**src/rtl/vpu_pkg.sv**
```systemverilog
// Shared VPU constants and the operand-fetch FSM state encoding.
package vpu_pkg;

   localparam int unsigned NBANK    = 8;
   localparam int unsigned DEPTH    = 128;
   localparam int unsigned EW       = 32;
   localparam int unsigned AW       = 7;
   localparam int unsigned VLEN_W   = 11;
   localparam int unsigned VLEN_MAX = 1024;

   typedef enum logic [2:0] {
      StIdle,
      StRdA,
      StRdB,
      StCapB,
      StPresent,
      StDone
   } vof_state_e;

endpackage

```
**src/rtl/vof_mask_gen.sv**
```systemverilog
// Tail-mask generation: active lanes and last-row flag for a given row of a vector.
module vof_mask_gen
   import vpu_pkg::*;
#(
   parameter int unsigned NBANK = vpu_pkg::NBANK
) (
   input  logic [VLEN_W-1:0] i_vlen,
   input  logic [AW-1:0]     i_row,
   output logic [NBANK-1:0]  o_mask,
   output logic              o_last
);

   logic [31:0] w_rows;
   logic [31:0] w_rem;

   always_comb begin
      w_rows = (32'(i_vlen) + NBANK - 1) / NBANK;
      w_rem  = 32'(i_vlen) % NBANK;
      o_last = ((32'(i_row) + 32'd1) == w_rows);
      // A full final row (rem == 0) keeps every lane.
      if (!o_last || (w_rem == 32'd0)) begin
         o_mask = '1;
      end else begin
         o_mask = NBANK'((32'd1 << w_rem) - 32'd1);
      end
   end

endmodule

```
**src/rtl/vrf_operand_fetch.sv**
```systemverilog
// Fetches operand row pairs from the VRF (A then B per row) and presents them to the lanes.
module vrf_operand_fetch
   import vpu_pkg::*;
#(
   parameter int unsigned NBANK = vpu_pkg::NBANK,
   parameter int unsigned DEPTH = vpu_pkg::DEPTH,
   parameter int unsigned EW    = vpu_pkg::EW
) (
   input  logic                clk,
   input  logic                rstn,
   input  logic                start_valid,
   output logic                start_ready,
   input  logic [AW-1:0]       src1_base,
   input  logic [AW-1:0]       src2_base,
   input  logic [VLEN_W-1:0]   vlen,
   output logic                vrf_read,
   output logic [AW-1:0]       vrf_addr,
   input  logic [NBANK*EW-1:0] vrf_rdata,
   output logic                op_valid,
   input  logic                op_ready,
   output logic [NBANK*EW-1:0] op_a,
   output logic [NBANK*EW-1:0] op_b,
   output logic [NBANK-1:0]    op_mask,
   output logic                op_last,
   output logic                busy,
   output logic                done
);

   vof_state_e          r_state;
   vof_state_e          w_state_d;
   logic [AW-1:0]       r_src1;
   logic [AW-1:0]       r_src2;
   logic [AW-1:0]       r_row;
   logic [VLEN_W-1:0]   r_vlen;
   logic [NBANK*EW-1:0] r_op_a;
   logic [NBANK*EW-1:0] r_op_b;

   logic [VLEN_W-1:0]   w_vlen_clamped;
   logic [NBANK-1:0]    w_mask;
   logic                w_last;
   logic [NBANK*EW-1:0] w_lane_keep;
   logic [AW-1:0]       w_base;
   logic [AW:0]         w_addr_sum;
   logic [AW-1:0]       w_addr;

   assign w_vlen_clamped = (vlen > VLEN_W'(VLEN_MAX)) ? VLEN_W'(VLEN_MAX) : vlen;

   vof_mask_gen #(
      .NBANK (NBANK)
   ) u_mask_gen (
      .i_vlen (r_vlen),
      .i_row  (r_row),
      .o_mask (w_mask),
      .o_last (w_last)
   );

   always_comb begin
      w_lane_keep = '0;
      for (int k = 0; k < int'(NBANK); k++) begin
         w_lane_keep[k*EW +: EW] = {EW{w_mask[k]}};
      end
   end

   // Base addresses wrap around the bank depth.
   assign w_base     = (r_state == StRdB) ? r_src2 : r_src1;
   assign w_addr_sum = {1'b0, w_base} + {1'b0, r_row};
   assign w_addr     = AW'(32'(w_addr_sum) % DEPTH);

   always_comb begin
      w_state_d   = r_state;
      start_ready = 1'b0;
      vrf_read    = 1'b0;
      vrf_addr    = '0;
      op_valid    = 1'b0;
      busy        = 1'b1;
      done        = 1'b0;
      unique case (r_state)
         StIdle: begin
            busy        = 1'b0;
            start_ready = 1'b1;
            if (start_valid) begin
               w_state_d = (vlen == '0) ? StDone : StRdA;
            end
         end
         StRdA: begin
            vrf_read  = 1'b1;
            vrf_addr  = w_addr;
            w_state_d = StRdB;
         end
         StRdB: begin
            vrf_read  = 1'b1;
            vrf_addr  = w_addr;
            w_state_d = StCapB;
         end
         StCapB: begin
            w_state_d = StPresent;
         end
         StPresent: begin
            op_valid = 1'b1;
            if (op_ready) begin
               w_state_d = w_last ? StDone : StRdA;
            end
         end
         StDone: begin
            done      = 1'b1;
            w_state_d = StIdle;
         end
         default: begin
            w_state_d = StIdle;
         end
      endcase
   end

   assign op_a    = op_valid ? r_op_a : '0;
   assign op_b    = op_valid ? r_op_b : '0;
   assign op_mask = op_valid ? w_mask : '0;
   assign op_last = op_valid & w_last;

   always_ff @(posedge clk or negedge rstn) begin
      if (!rstn) begin
         r_state <= StIdle;
         r_src1  <= '0;
         r_src2  <= '0;
         r_vlen  <= '0;
         r_row   <= '0;
         r_op_a  <= '0;
         r_op_b  <= '0;
      end else begin
         r_state <= w_state_d;
         if ((r_state == StIdle) && start_valid) begin
            r_src1 <= src1_base;
            r_src2 <= src2_base;
            r_vlen <= w_vlen_clamped;
            r_row  <= '0;
         end
         if ((r_state == StPresent) && op_ready && !w_last) begin
            r_row <= r_row + AW'(1);
         end
         // Read data lags the strobe by one cycle: A lands in RD_B, B lands in CAP_B.
         if (r_state == StRdB) begin
            r_op_a <= vrf_rdata & w_lane_keep;
         end
         if (r_state == StCapB) begin
            r_op_b <= vrf_rdata & w_lane_keep;
         end
      end
   end

endmodule

```
**config.mk**
```make
export PLATFORM = sky130hd
export DESIGN_NAME = vrf_operand_fetch
export DESIGN_NICKNAME = d
export VERILOG_FILES = /design/src/rtl/vpu_pkg.sv /design/src/rtl/vof_mask_gen.sv /design/src/rtl/vrf_operand_fetch.sv
export SDC_FILE = /design/constraint.sdc
export NUM_CORES = 1
export LEC_CHECK = 0
export ABC_AREA = 1
export BUFFER_PORTS_ARGS = -buffer_cell sky130_fd_sc_hd__buf_4
export CORE_AREA = 2 2 322 324
export DETAILED_ROUTE_END_ITERATION = 7
export DIE_AREA = 0 0 324 326
export GPL_TIMING_DRIVEN = 0
export PLACE_DENSITY = 0.45
export SYNTH_ARGS = -nofsm -noshare
export SYNTH_HDL_FRONTEND = slang
export SYNTH_SLANG_ARGS = --single-unit
```
**constraint.sdc**
```tcl
create_clock -name clk -period 8.3 [get_ports clk]
set_clock_uncertainty 0.05 [all_clocks]
set_input_delay 1.66 -clock clk [delete_from_list [all_inputs] [get_ports clk]]
set_output_delay 1.66 -clock clk [all_outputs]
set_load 0.05 [all_outputs]
```
==> summary.md, run 1 <==
| Metric | Value |
|---|---|
| Mapped Cells | `3608` |
| Synth cell types | `31` |
| Sequential Power Share | `33.1%` |
| Core area | `102600 µm²` |
| Delay of the slowest critical-path stage | `0.84 ns` |
| Cell area power density | `around 370 nW/µm²` |
| Commonest non-fill, non-tap cells in the layout | `1010 x nand2_1, 817 x buf_4, 578 x inv_1, 547 x nor2_1, 547 x dfrtp_1` |
| R2R depth | `21` |
| Fin crit share | `90.75%` |
| Vias in the first global route | `25890` |
| Die ar. | `105600 µm²` |
| Number of stages on the worst setup path | `20` |
| PnR worst setup slack | `0.7675 ns` |
| CP Data Arrival Time | `5.82 ns` |
| Setup crit end kind | `primary output` |
| Root Driver | `clkbuf_16` |
| Ranking of synthesized cells by area | `dfrtp_1 51%, nand2_1 14%, nand3_1 8.4%` |
| Residual DRC | `0` |
| Design area | `between 30000 and 40000 µm²` |
| CP bufs+invs | `8` |
| Slew Limit Fails | `0` |
| Period minus WS final | `7.533 ns` |
| Clock power share | `between 20% and 30%` |
| Placed Cells | `roughly 5800` |
| Place WS | `~1.2 ns` |
| Rows | `roughly 120` |
| Area share of the largest cell type after synthesis | `51.11%` |
| Gpl congestion | `0.8822` |
| Largest net degree at the start of global routing | `109` |
| Hold_buf cts | `0` |
| Cell taking the most area after synthesis | `dfrtp_1` |
| Cts bufs inserted | `71` |
| CP required | `6.59 ns` |
| Switch share | `44.83%` |
| Comb power frac | `43.9%` |
| Port Buffers | `817` |
| Outcome | `complete, no violations` |
| Critical path, cell by cell | `nor3_1 > clkbuf_1 > clkbuf_1 > clkbuf_1 > nand2_1 > nand2_1 > ha_1 > inv_1 > fa_1 > inv_1 > a21oi_1 > o21bai_1 > nand2_1 > inv_1 > nor2_1 > inv_1 > a21oi_1 > xor2_1 > nor2_1 > buf_4` |
| Switch Pwr | `0.006186 W` |
| Leak Pwr | `roughly 20 nW` |
| Latest clock arrival within the worst-skew pair | `0.62 ns` |
| Initial Util | `between 20% and 30%` |
| Die height | `326 µm` |
| Peak supply drop | `0.2030 mV` |
| Post-Route WL | `124600 µm` |
| Synth-to-layout area growth | `38.77%` |
| Top delay family on crit path | `buffers and inverters` |
| H-tree depth | `3` |
| CP Max Fanout | `10` |
| Sum of net half-perimeters after detailed placement | `approximately 100000 µm` |
| Rel. slew slack | `15.19%` |
| Post-synthesis register bit count | `547` |
| First-pass GRT wire length | `179200 µm` |
| Initial antenna violation count | `13` |
| Post-Route Utilization | `36.22%` |
| Final std cells w/o fill | `5948` |
| Sink Count | `~550` |
| IO Count | `818` |
| RSZ-0062 raised after global routing | `false` |
| Post-cts repair resize count | `0` |
| Dpl cell area | `34800 µm²` |
| Fin Hold WS | `0.4218 ns` |
| Vias/cell | `4.435` |
| Hold Vio Cnt, Final | `0` |
| Slew at the pin closest to its max-slew limit | `1.268 ns` |
| Die width | `324 µm` |
| Layout Nets | `4801` |
| CTS tree | `done` |
| Synthesized cell area | `between 20000 and 30000 µm²` |
| Fmax | `between 0.1 and 0.15 GHz` |
| Worst path slowest cell | `clkbuf_1` |
| GRT Residual Overflow | `0` |
| Clock-pin slew on the worst setup and hold paths | `approximately 0.060 ns` |
| ANT nets after route | `0` |
| Setup CP Type | `register to primary output` |
| Commonest non-fill, non-tap cell in the layout | `nand2_1` |
| WL/cell | `20.95 µm` |
| Syn nets | `3905` |
| Drt initial violations | `1842` |
| Int Power | `0.007614 W` |
| Maximum root-to-sink buffer count | `3` |
| Setup-failing EPs final | `0` |
| Number of synthesis warnings | `0` |
| GRT Util Overall | `23.19%` |
| Sequential share of the synthesized area | `51.11%` |
| Vias | `between 20000 and 30000` |
| Maxcap violations | `0` |
| DR pass1 iterations | `5` |
| Layout cells sized above 1 | `22.94%` |
| Hold depth | `2` |
| Mean post-synth cell area | `7.423 µm²` |
| CP dominant cell by count | `inv_1` |
| CP Launch Type | `register` |
| Worst hold path type | `register to register` |
| Post-CTS Setup Bufs | `0` |
cells in the mapped netlist, drive strengths merged:
cell       n
nand3    500
nand2   1011
o22ai      2
nand3b     1
a21oi      8
inv      583
nor3       6
xnor2      1
o21bai     1
nand4      4
a22oi      1
mux2i      1
nor4       2
xor2       7
a211oi     1
nor2     552
o21ai    143
ha        11
fa         1
dfrtp    547
clkbuf   138
buf       87
through the flow:
step / TNS [ns] / power (W)
6_report: 0 / 0.01380
5_1_grt: 0 / 0.01490
4_1_cts: 0 / 0.01396
3_5_place_dp: 0 / 0.01071
3_3_place_gp: -647.10 / 0.01064
2_1_floorplan: 0 / 0.008561
path summary, 6_finish.rpt:
check | slack (ns) | end | start
max | 0.77 | vrf_addr[6] | r_state[2]
min | 0.42 | r_src2[2] | r_src2[2]
max reg2reg | 4.47 | r_op_b[244] | r_vlen[3]
min reg2reg | 0.42 | r_src2[2] | r_src2[2]
max in group asynchronous | 5.75 | r_op_a[158] | rstn
min in group asynchronous | 0.89 | r_op_a[17] | rstn
power by group through the flow:
stage	Combinational [W]	Sequential (W)	Clock (W)
5_1_grt	0.00681	0.00473	0.00336
3_3_place_gp	0.00605	0.00459	0
4_1_cts	0.00614	0.00457	0.00325
6_report	0.00606	0.00457	0.00317
3_5_place_dp	0.00611	0.00460	0
2_1_floorplan	0.00411	0.00445	0
cell type report:
cell class | instances | area (µm²)
Antenna cell | 9 | 22.52
Buffer | 225 | 1145
Clock buffer | 110 | 2115
Clock inverter | 18 | 224.0
Fill cell | 11170 | 65450
Inverter | 583 | 2188
Multi-Input combinational cell | 2253 | 9762
Sequential cell | 547 | 13690
Tap cell | 1380 | 1727
Timing Repair Buffer | 823 | 6294
state kept, by name, indices dropped and copies added, names as in the netlist:
signal	cells
r_op_a	256
r_op_b	256
r_row	7
r_src1	7
r_src2	7
r_state	3
r_vlen	11
worst reg2reg max path, cell delays in order, from the launching register on:
cell and delay (ns):
dfrtp_1 0.49, ha_1 0.26, nand3_1 0.13, inv_2 0.09
nand2_1 0.06, nor3_1 0.35, inv_1 0.12, ha_1 0.30
inv_1 0.03, nor2_1 0.08, nand2_1 0.06, nor2_1 0.10
nand2_1 0.06, nor2_1 0.10, nand2_1 0.06, nor2_1 0.14
nand3_1 0.19, nor2_8 0.26, nand2_2 0.26, buf_2 0.31
nand3_1 0.14, o21ai_1 0.09
metal layers:
metal | share of wire, % | up-vias | global-route usage [%]
li1 | - | 12680 | -
met5 | 0.041 | - | 0
met2 | 47 | 737 | 37.04
met4 | 3.1 | 8 | 7.991
met1 | 45 | 12800 | 31.40
met3 | 5.5 | 159 | 4.252
logic make-up after synthesis:
logic type / count (synthesis) / synth area share (%)
and+or+nand+nor: 2076 / 32.60
buffers and inverters: 808 / 12.45
xor gates and xnor gates: 8 / 0.2616
AOI/OAI and AO/OA: 156 / 2.953
adders and majority gates: 12 / 0.5887
DFF: 547 / 51.11
muxes: 1 / 0.03738
Power figures use the tool's default switching activity.
==> run 2: changes to the inputs <==
- BUFFER_PORTS_ARGS: -buffer_cell sky130_fd_sc_hd__buf_4 -> -buffer_cell sky130_fd_sc_hd__buf_2
- MAX_ROUTING_LAYER: unset -> met4
==> run 2 against run 1 <==
  * Cell area shrank 5.5%
  * Non-clock buffer count is the same
  * Utilization shrank 2.0 points
==> summary.md, run 2 (synthesis gave the netlist of run 1 again) <==
| Metric | Value |
|---|---|
| Outcome | `complete, no violations` |
| CTS tree | `done` |
| Maximum root-to-sink buffer count | `3` |
| CP Data Arrival Time | `5.98 ns` |
| Number of stages on the worst setup path | `20` |
| H-tree depth | `3` |
| R2R depth | `6` |
| Setup-failing EPs final | `0` |
| IO Count | `818` |
| DR pass1 iterations | `6` |
| Dpl cell area | `32760 µm²` |
| Post-Route WL | `around 120000 µm` |
| Worst reg2reg endpoint | `r_op_a[12]` |
| CP endpoint | `vrf_addr[6]` |
| CP required | `6.59 ns` |
| FF/Latch Area | `13690 µm²` |
| Comb power frac | `43.2%` |
| Worst path slowest cell | `clkbuf_1` |
| Cts bufs inserted | `71` |
| Top Registers | `r_op_a (256), r_op_b (256), r_vlen (11)` |
| Fin crit share | `about 90%` |
| Die width | `between 300 and 400 µm` |
| Sum of net half-perimeters after detailed placement | `95060 µm` |
| Commonest non-fill, non-tap cells in the layout | `1010 x nand2_1, 831 x buf_2, 578 x inv_1, 547 x dfrtp_1, 546 x nor2_1` |
| PnR worst setup slack | `0.6074 ns` |
| Largest net degree at the start of global routing | `about 110` |
| Layout Nets | `around 4800` |
| CP Launch Type | `register` |
| Initial antenna violation count | `30` |
| Gpl congestion | `0.9024` |
| Latest clock arrival within the worst-skew pair | `roughly 0.62 ns` |
| Int Power | `0.007422 W` |
| Place WS | `between 1 and 1.5 ns` |
| Rel. slew slack | `between 10% and 20%` |
| GRT Residual Overflow | `0` |
| Sink Count | `about 550` |
| GRT Util Overall | `23.42%` |
| CP Max Fanout | `10` |
| CP bufs+invs | `8` |
| Switch Pwr | `0.006129 W` |
| Clock-pin slew on the worst setup and hold paths | `0.05 ns` |
| Sequential Power Share | `33.7%` |
| Critical path, cell by cell | `nor3_1 > clkbuf_1 > clkbuf_1 > clkbuf_1 > nand2_1 > nand2_1 > ha_1 > inv_1 > fa_1 > inv_1 > a21oi_1 > o21bai_1 > nand2_1 > inv_1 > nor2_1 > inv_1 > a21oi_1 > xor2_1 > nor2_1 > buf_2` |
| Initial Util | `26.10%` |
| Layout cells sized above 1 | `22.92%` |
| R2r startpoint | `r_state[2]` |
| Vias in the first global route | `25880` |
| Synth-to-layout area growth | `31.13%` |
| Leak Pwr | `20.21 nW` |
| Root Driver | `clkbuf_16` |
| Setup CP Type | `register to primary output` |
| Fillers | `11420` |
| R2R Setup Slk | `4.44 ns` |
| Setup crit end kind | `primary output` |
| Post-cts repair resize count | `0` |
| Core area | `102600 µm²` |
| Hold_buf cts | `0` |
| Top delay family on crit path | `buffers and inverters` |
| Setup crit start | `r_state[2]` |
| Peak supply drop | `approximately 0.19 mV` |
| Vias | `26420` |
| WL/cell | `~20 µm` |
| Worst hold path type | `register to register` |
| Die ar. | `roughly 110000 µm²` |
| Clock power share | `23.0%` |
| Commonest non-fill, non-tap cell in the layout | `nand2_1` |
| First-pass GRT wire length | `175700 µm` |
| RSZ-0062 raised after global routing | `false` |
| Residual DRC | `0` |
| Period minus WS final | `7.693 ns` |
| Multi-input logic area | `between 9000 and 10000 µm²` |
| Rows | `118` |
| HP Start | `r_src2[3]` |
| Fmax | `approximately 0.13 GHz` |
| ANT nets after route | `0` |
| Switch share | `a little under half` |
| Slew at the pin closest to its max-slew limit | `1.294 ns` |
| Post-CTS Setup Bufs | `0` |
| Fin Hold WS | `0.4231 ns` |
| Cell area power density | `385.9 nW/µm²` |
| Maxcap violations | `0` |
| Design area | `35120 µm²` |
| Port Buffers | `817` |
| Hold Vio Cnt, Final | `0` |
| CP dominant cell by count | `inv_1` |
| Vias/cell | `4.432` |
| Slew Limit Fails | `0` |
| Delay of the slowest critical-path stage | `between 0.9 and 1 ns` |
| Die height | `326 µm` |
| Drt initial violations | `1784` |
-- run 2: cell types whose count changed in the layout (fill, tap and decap cells not counted), moves of 2 or more --
cell | previous run | this run
inv_16 | 2 | 0
clkbuf_1 | 159 | 157
clkinv_2 | 7 | 11
inv_6 | 3 | 5
buf_4 | 817 | 1
diode_2 | 9 | 27
bufinv_16 | 3 | 5
clkbuf_8 | 17 | 10
buf_2 | 15 | 831
-- run 2: metrics by stage --
step	util (%)	total power [W]	instances	setup TNS (ns)
2_1_floorplan	-	0.008561	3608	0
3_3_place_gp	31.77	0.01044	5805	-3941.12
3_5_place_dp	31.93	0.01050	5811	0
4_1_cts	34.16	0.01371	5934	0
5_1_grt	34.21	0.01464	5956	0
6_report	34.22	0.01355	5961	0
-- run 2: final cells by class --
cell class,count,share of cell area (%)
Multi-Input combinational cell,2253,27.81
Inverter,583,6.232
Timing Repair Buffer,823,12.11
Sequential cell,547,38.98
Buffer,225,3.260
Clock buffer,102,5.797
Tap cell,1380,4.917
Antenna cell,27,0.1924
Clock inverter,21,0.7090
-- run 2: worst min-delay path by stage --
stage | slack, ns | end | cells after the start
2_1_floorplan | 0.39 | r_src1[6] | 2
3_3_place_gp | 0.40 | r_src2[4] | 2
3_5_place_dp | 0.41 | r_src1[4] | 2
4_1_cts | 0.42 | r_src1[4] | 2
5_1_grt | 0.44 | r_src1[1] | 2
6_report | 0.42 | r_src2[3] | 2
-- run 2: power by group through the flow --
stage	Combinational (W)	Clock (W)	Sequential, W
CTS	0.00594	0.00321	0.00457
global route	0.00659	0.00332	0.00473
global placement	0.00584	0	0.00460
finish	0.00586	0.00312	0.00457
detailed placement	0.00590	0	0.00460
floorplan	0.00411	0	0.00445
-- run 2: metal layers --
metal / global-route usage (%) / share of wire, % / vias up
li1: - / - / 12700
met1: 31.01 / 45 / 12770
met2: 35.84 / 47 / 786
met3: 3.917 / 5.8 / 170
met4: 8.655 / 3.0 / 0
met5: - / 0 / -
-- run 2: worst reg2reg max path, stage by stage, from the launching register on --
cell and delay, ns:
dfrtp_1 0.43, nor3_1 0.67, clkbuf_1 0.69, clkbuf_1 0.73, clkbuf_1 0.65, nand2_1 0.37, o21ai_0 0.19
==> run 3: changes to the inputs <==
- CORE_AREA: 2 2 322 324 -> 2 2 315 317
- DIE_AREA: 0 0 324 326 -> 0 0 317 319
- PLACE_DENSITY: 0.45 -> 0.46
- SYNTH_HIERARCHICAL: unset -> 1
==> run 3 against run 2 <==
  * Global-route usage decreased by 0.84 points
  * Critical endpoint is now op_mask[2]
  * Via count down 5.0%
  * Wire length down 6.5%
  * Maximum frequency rose by 36%
  * Die area fell by 4.3%
  * Cell count fell by 4.7%
  * Non-clock buffer count fell by 16
  * Synthesized cell count down 5.2%
  * Clock-buffer cell count shrank 1
  * Largest cell class unchanged
==> summary.md, run 3 <==
| Metric | Value |
|---|---|
| Outcome | `complete, no violations` |
| Post-synth top cells | `928 x nand2_1, 558 x inv_1, 548 x nor2_1` |
| Die height | `roughly 320 µm` |
| Synthesized cell area | `25670 µm²` |
| CP Data Arrival Time | `3.94 ns` |
| Main synth FF type | `dfrtp_1` |
| Area share of the largest cell type after synthesis | `53.32%` |
| WL/cell | `20.07 µm` |
| Post-synthesis mux area share | `0%` |
| IO Count | `818` |
| Vias/cell | `4.419` |
| Sum of net half-perimeters after detailed placement | `88160 µm` |
| Die width | `between 300 and 400 µm` |
| DR pass1 iterations | `5` |
| Sequential Power Share | `34.8%` |
| Worst path slowest cell | `dfrtp_1` |
| Post-CTS Setup Bufs | `0` |
| Worst hold path type | `register to register` |
| Cts bufs inserted | `69` |
| Initial Util | `26.27%` |
| Sink Count | `around 550` |
| Pwr Total | `0.01338 W` |
| Commonest non-fill, non-tap cells in the layout | `940 x buf_2, 928 x nand2_1, 558 x inv_1, 548 x nor2_1, 547 x dfrtp_1` |
| Synth-to-layout area growth | `31.87%` |
| CTS tree | `done` |
| CP Launch Type | `register` |
| Place WS | `3.218 ns` |
| CP Max Fanout | `10` |
| RSZ-0062 raised after global routing | `false` |
| Most frequent cell after synthesis | `nand2_1` |
| Mean post-synth cell area | `7.504 µm²` |
| Latest clock arrival within the worst-skew pair | `0.62 ns` |
| Largest net degree at the start of global routing | `112` |
| Syn nets | `3716` |
| Ranking of synthesized cells by area | `dfrtp_1 53%, nand2_1 14%, o21ai_0 10%` |
| Cell taking the most area after synthesis | `dfrtp_1` |
| GRT Residual Overflow | `0` |
| Root Driver | `clkbuf_16` |
| Simple-Gate Fraction of Synth Area | `23.21%` |
| Comb power frac | `42.7%` |
| CP dominant cell by count | `nand3_1` |
| Sequential share of the synthesized area | `53.32%` |
| H-tree depth | `3` |
| Number of synthesis warnings | `6` |
| Synth cell types | `37` |
| Fin crit share | `about two thirds` |
| Setup-failing EPs final | `0` |
| Rows | `115` |
| Placed Cells | `5530` |
| Peak supply drop | `0.1502 mV` |
| Period minus WS final | `5.646 ns` |
| PnR worst setup slack | `2.654 ns` |
| Commonest non-fill, non-tap cell in the layout | `buf_2` |
| Post-synthesis register bit count | `roughly 550` |
| Compound-Gate Fraction of Synth Area | `10.54%` |
| Setup CP Type | `register to primary output` |
| GRT Util Overall | `a little under a quarter` |
| Slew at the pin closest to its max-slew limit | `0.8853 ns` |
| Post-Route WL | `114000 µm` |
| Layout Nets | `4609` |
| Largest family of logic cells by synthesized area | `simple AND/OR/NAND/NOR gates` |
| Delay of the slowest critical-path stage | `0.59 ns` |
| Rel. slew slack | `about two fifths` |
| Mapped Cells | `around 3400` |
| CP required | `6.59 ns` |
| Switch Pwr | `approximately 0.0062 W` |
| Layout cells sized above 1 | `24.83%` |
| ANT nets after route | `0` |
| Vias | `25110` |
| Post-synthesis xor/xnor area fraction | `0.2388%` |
| Clock-pin slew on the worst setup and hold paths | `0.05 ns` |
| Hold Vio Cnt, Final | `0` |
| Post-cts repair resize count | `0` |
| Hold depth | `2` |
| Hold_buf cts | `0` |
| Setup TNS | `0 ns` |
| Die ar. | `101100 µm²` |
| Post-synth ARST share | `100.0%` |
| Cell area power density | `395.4 nW/µm²` |
| First-pass GRT wire length | `approximately 160000 µm` |
| Vias in the first global route | `24640` |
| Gpl congestion | `0.9051` |
| Maxcap violations | `0` |
| Drt initial violations | `1696` |
| Maximum root-to-sink buffer count | `3` |
| Final std cells w/o fill | `~5700` |
| Leak Pwr | `roughly 19 nW` |
| Port Buffers | `817` |
| Setup crit end kind | `primary output` |
| Int Power | `0.007191 W` |
| Residual DRC | `0` |
| Critical path, cell by cell | `ha_1 > xor2_1 > inv_1 > nand3_1 > nand2_1 > nor2_1 > nand3_1 > nor2_4 > nand3_1 > clkbuf_1 > clkbuf_1 > inv_1 > nor2_1 > buf_2` |
| Post-synth EDFFs | `0` |
| Adder-Cell Fraction of Synth Area | `less than 1%` |
| R2R depth | `13` |
| Top Registers | `r_op_a (256), r_op_b (256), r_vlen (11)` |
| Core area | `97700 µm²` |
| Clock power share | `22.5%` |
| Switch share | `46.27%` |
| Fmax | `0.1771 GHz` |
| Slew Limit Fails | `0` |
| Initial antenna violation count | `33` |
[run 3: changes by cell type after synthesis, sizes merged, moves of 3 or more]
cell    before  now
inv        583  564
buf         87  133
clkbuf     138   77
nor3         6    3
a21oi        8   11
o21ai      143  521
nand2     1011  931
nand3      500   49
[run 3: layer usage]
| metal | part of all wire, % | GRT usage, % | up-vias |
|---|---|---|---|
| met3 | 5.6 | 4.311 | 158 |
| met1 | 44 | 28.83 | 12180 |
| met2 | 48 | 35.50 | 679 |
| met4 | 2.9 | 8.134 | 0 |
| li1 | - | - | 12100 |
| met5 | 0 | - | - |
[run 3: cell type report]
type	count	area [µm²]
fill	10900	63850
timing repair buffer	822	4237
multi-input combinational	2100	8861
tap	1287	1610
buffer	210	1003
clock inverter	22	210.2
inverter	564	2117
sequential	547	13690
antenna	30	75.07
clock buffer	101	2048
[run 3: power by group through the flow]
stage / combinational, W / sequential, W / clock, W
floorplan: 0.00394 / 0.00449 / 0
global placement: 0.00572 / 0.00466 / 0
detailed placement: 0.00578 / 0.00467 / 0
CTS: 0.00580 / 0.00464 / 0.00308
global route: 0.00639 / 0.00481 / 0.00320
finish: 0.00571 / 0.00466 / 0.00301
[run 3: kinds of logic (layout without fill, tap and decap cells)]
kind of cell	count (synthesis)	after routing
adder cells (fa/ha/maj)	10	10
buffers and inverters	774	1719
other	1	31
flip-flops	547	547
XOR/XNOR	7	7
AO/OA/AOI/OAI	537	537
AND/OR/NAND/NOR	1545	1545
[run 3: critical path: cells and delay by family, from the launching register on]
kind / cells / cell delay, ns
XOR/XNOR: 1 / 0.26
adder cells (fa/ha/maj): 1 / 0.32
AND/OR/NAND/NOR: 7 / 0.97
flip-flops: 1 / 0.59
buffers and inverters: 5 / 1.14
[run 3: final timing paths]
path	slack (ns)	startpoint	to
max	2.65	r_row[0]	op_mask[2]
min in group asynchronous	0.89	rstn	r_op_b[80]
min	0.43	r_src2[5]	r_src2[5]
max in group asynchronous	5.33	rstn	r_src2[1]
max reg2reg	4.71	r_row[0]	r_op_a[241]
min reg2reg	0.43	r_src2[5]	r_src2[5]
[run 3: metrics by stage]
| step | hold WS, ns | instance area, µm² | util, % |
|---|---|---|---|
| 2_1_floorplan | 0.3920 | 25670 | - |
| 3_3_place_gp | 0.4127 | 31370 | 32.11 |
| 6_report | 0.4278 | 33850 | 34.65 |
| 3_5_place_dp | 0.4105 | 31520 | 32.26 |
| 5_1_grt | 0.4430 | 33840 | 34.64 |
| 4_1_cts | 0.4300 | 33770 | 34.57 |
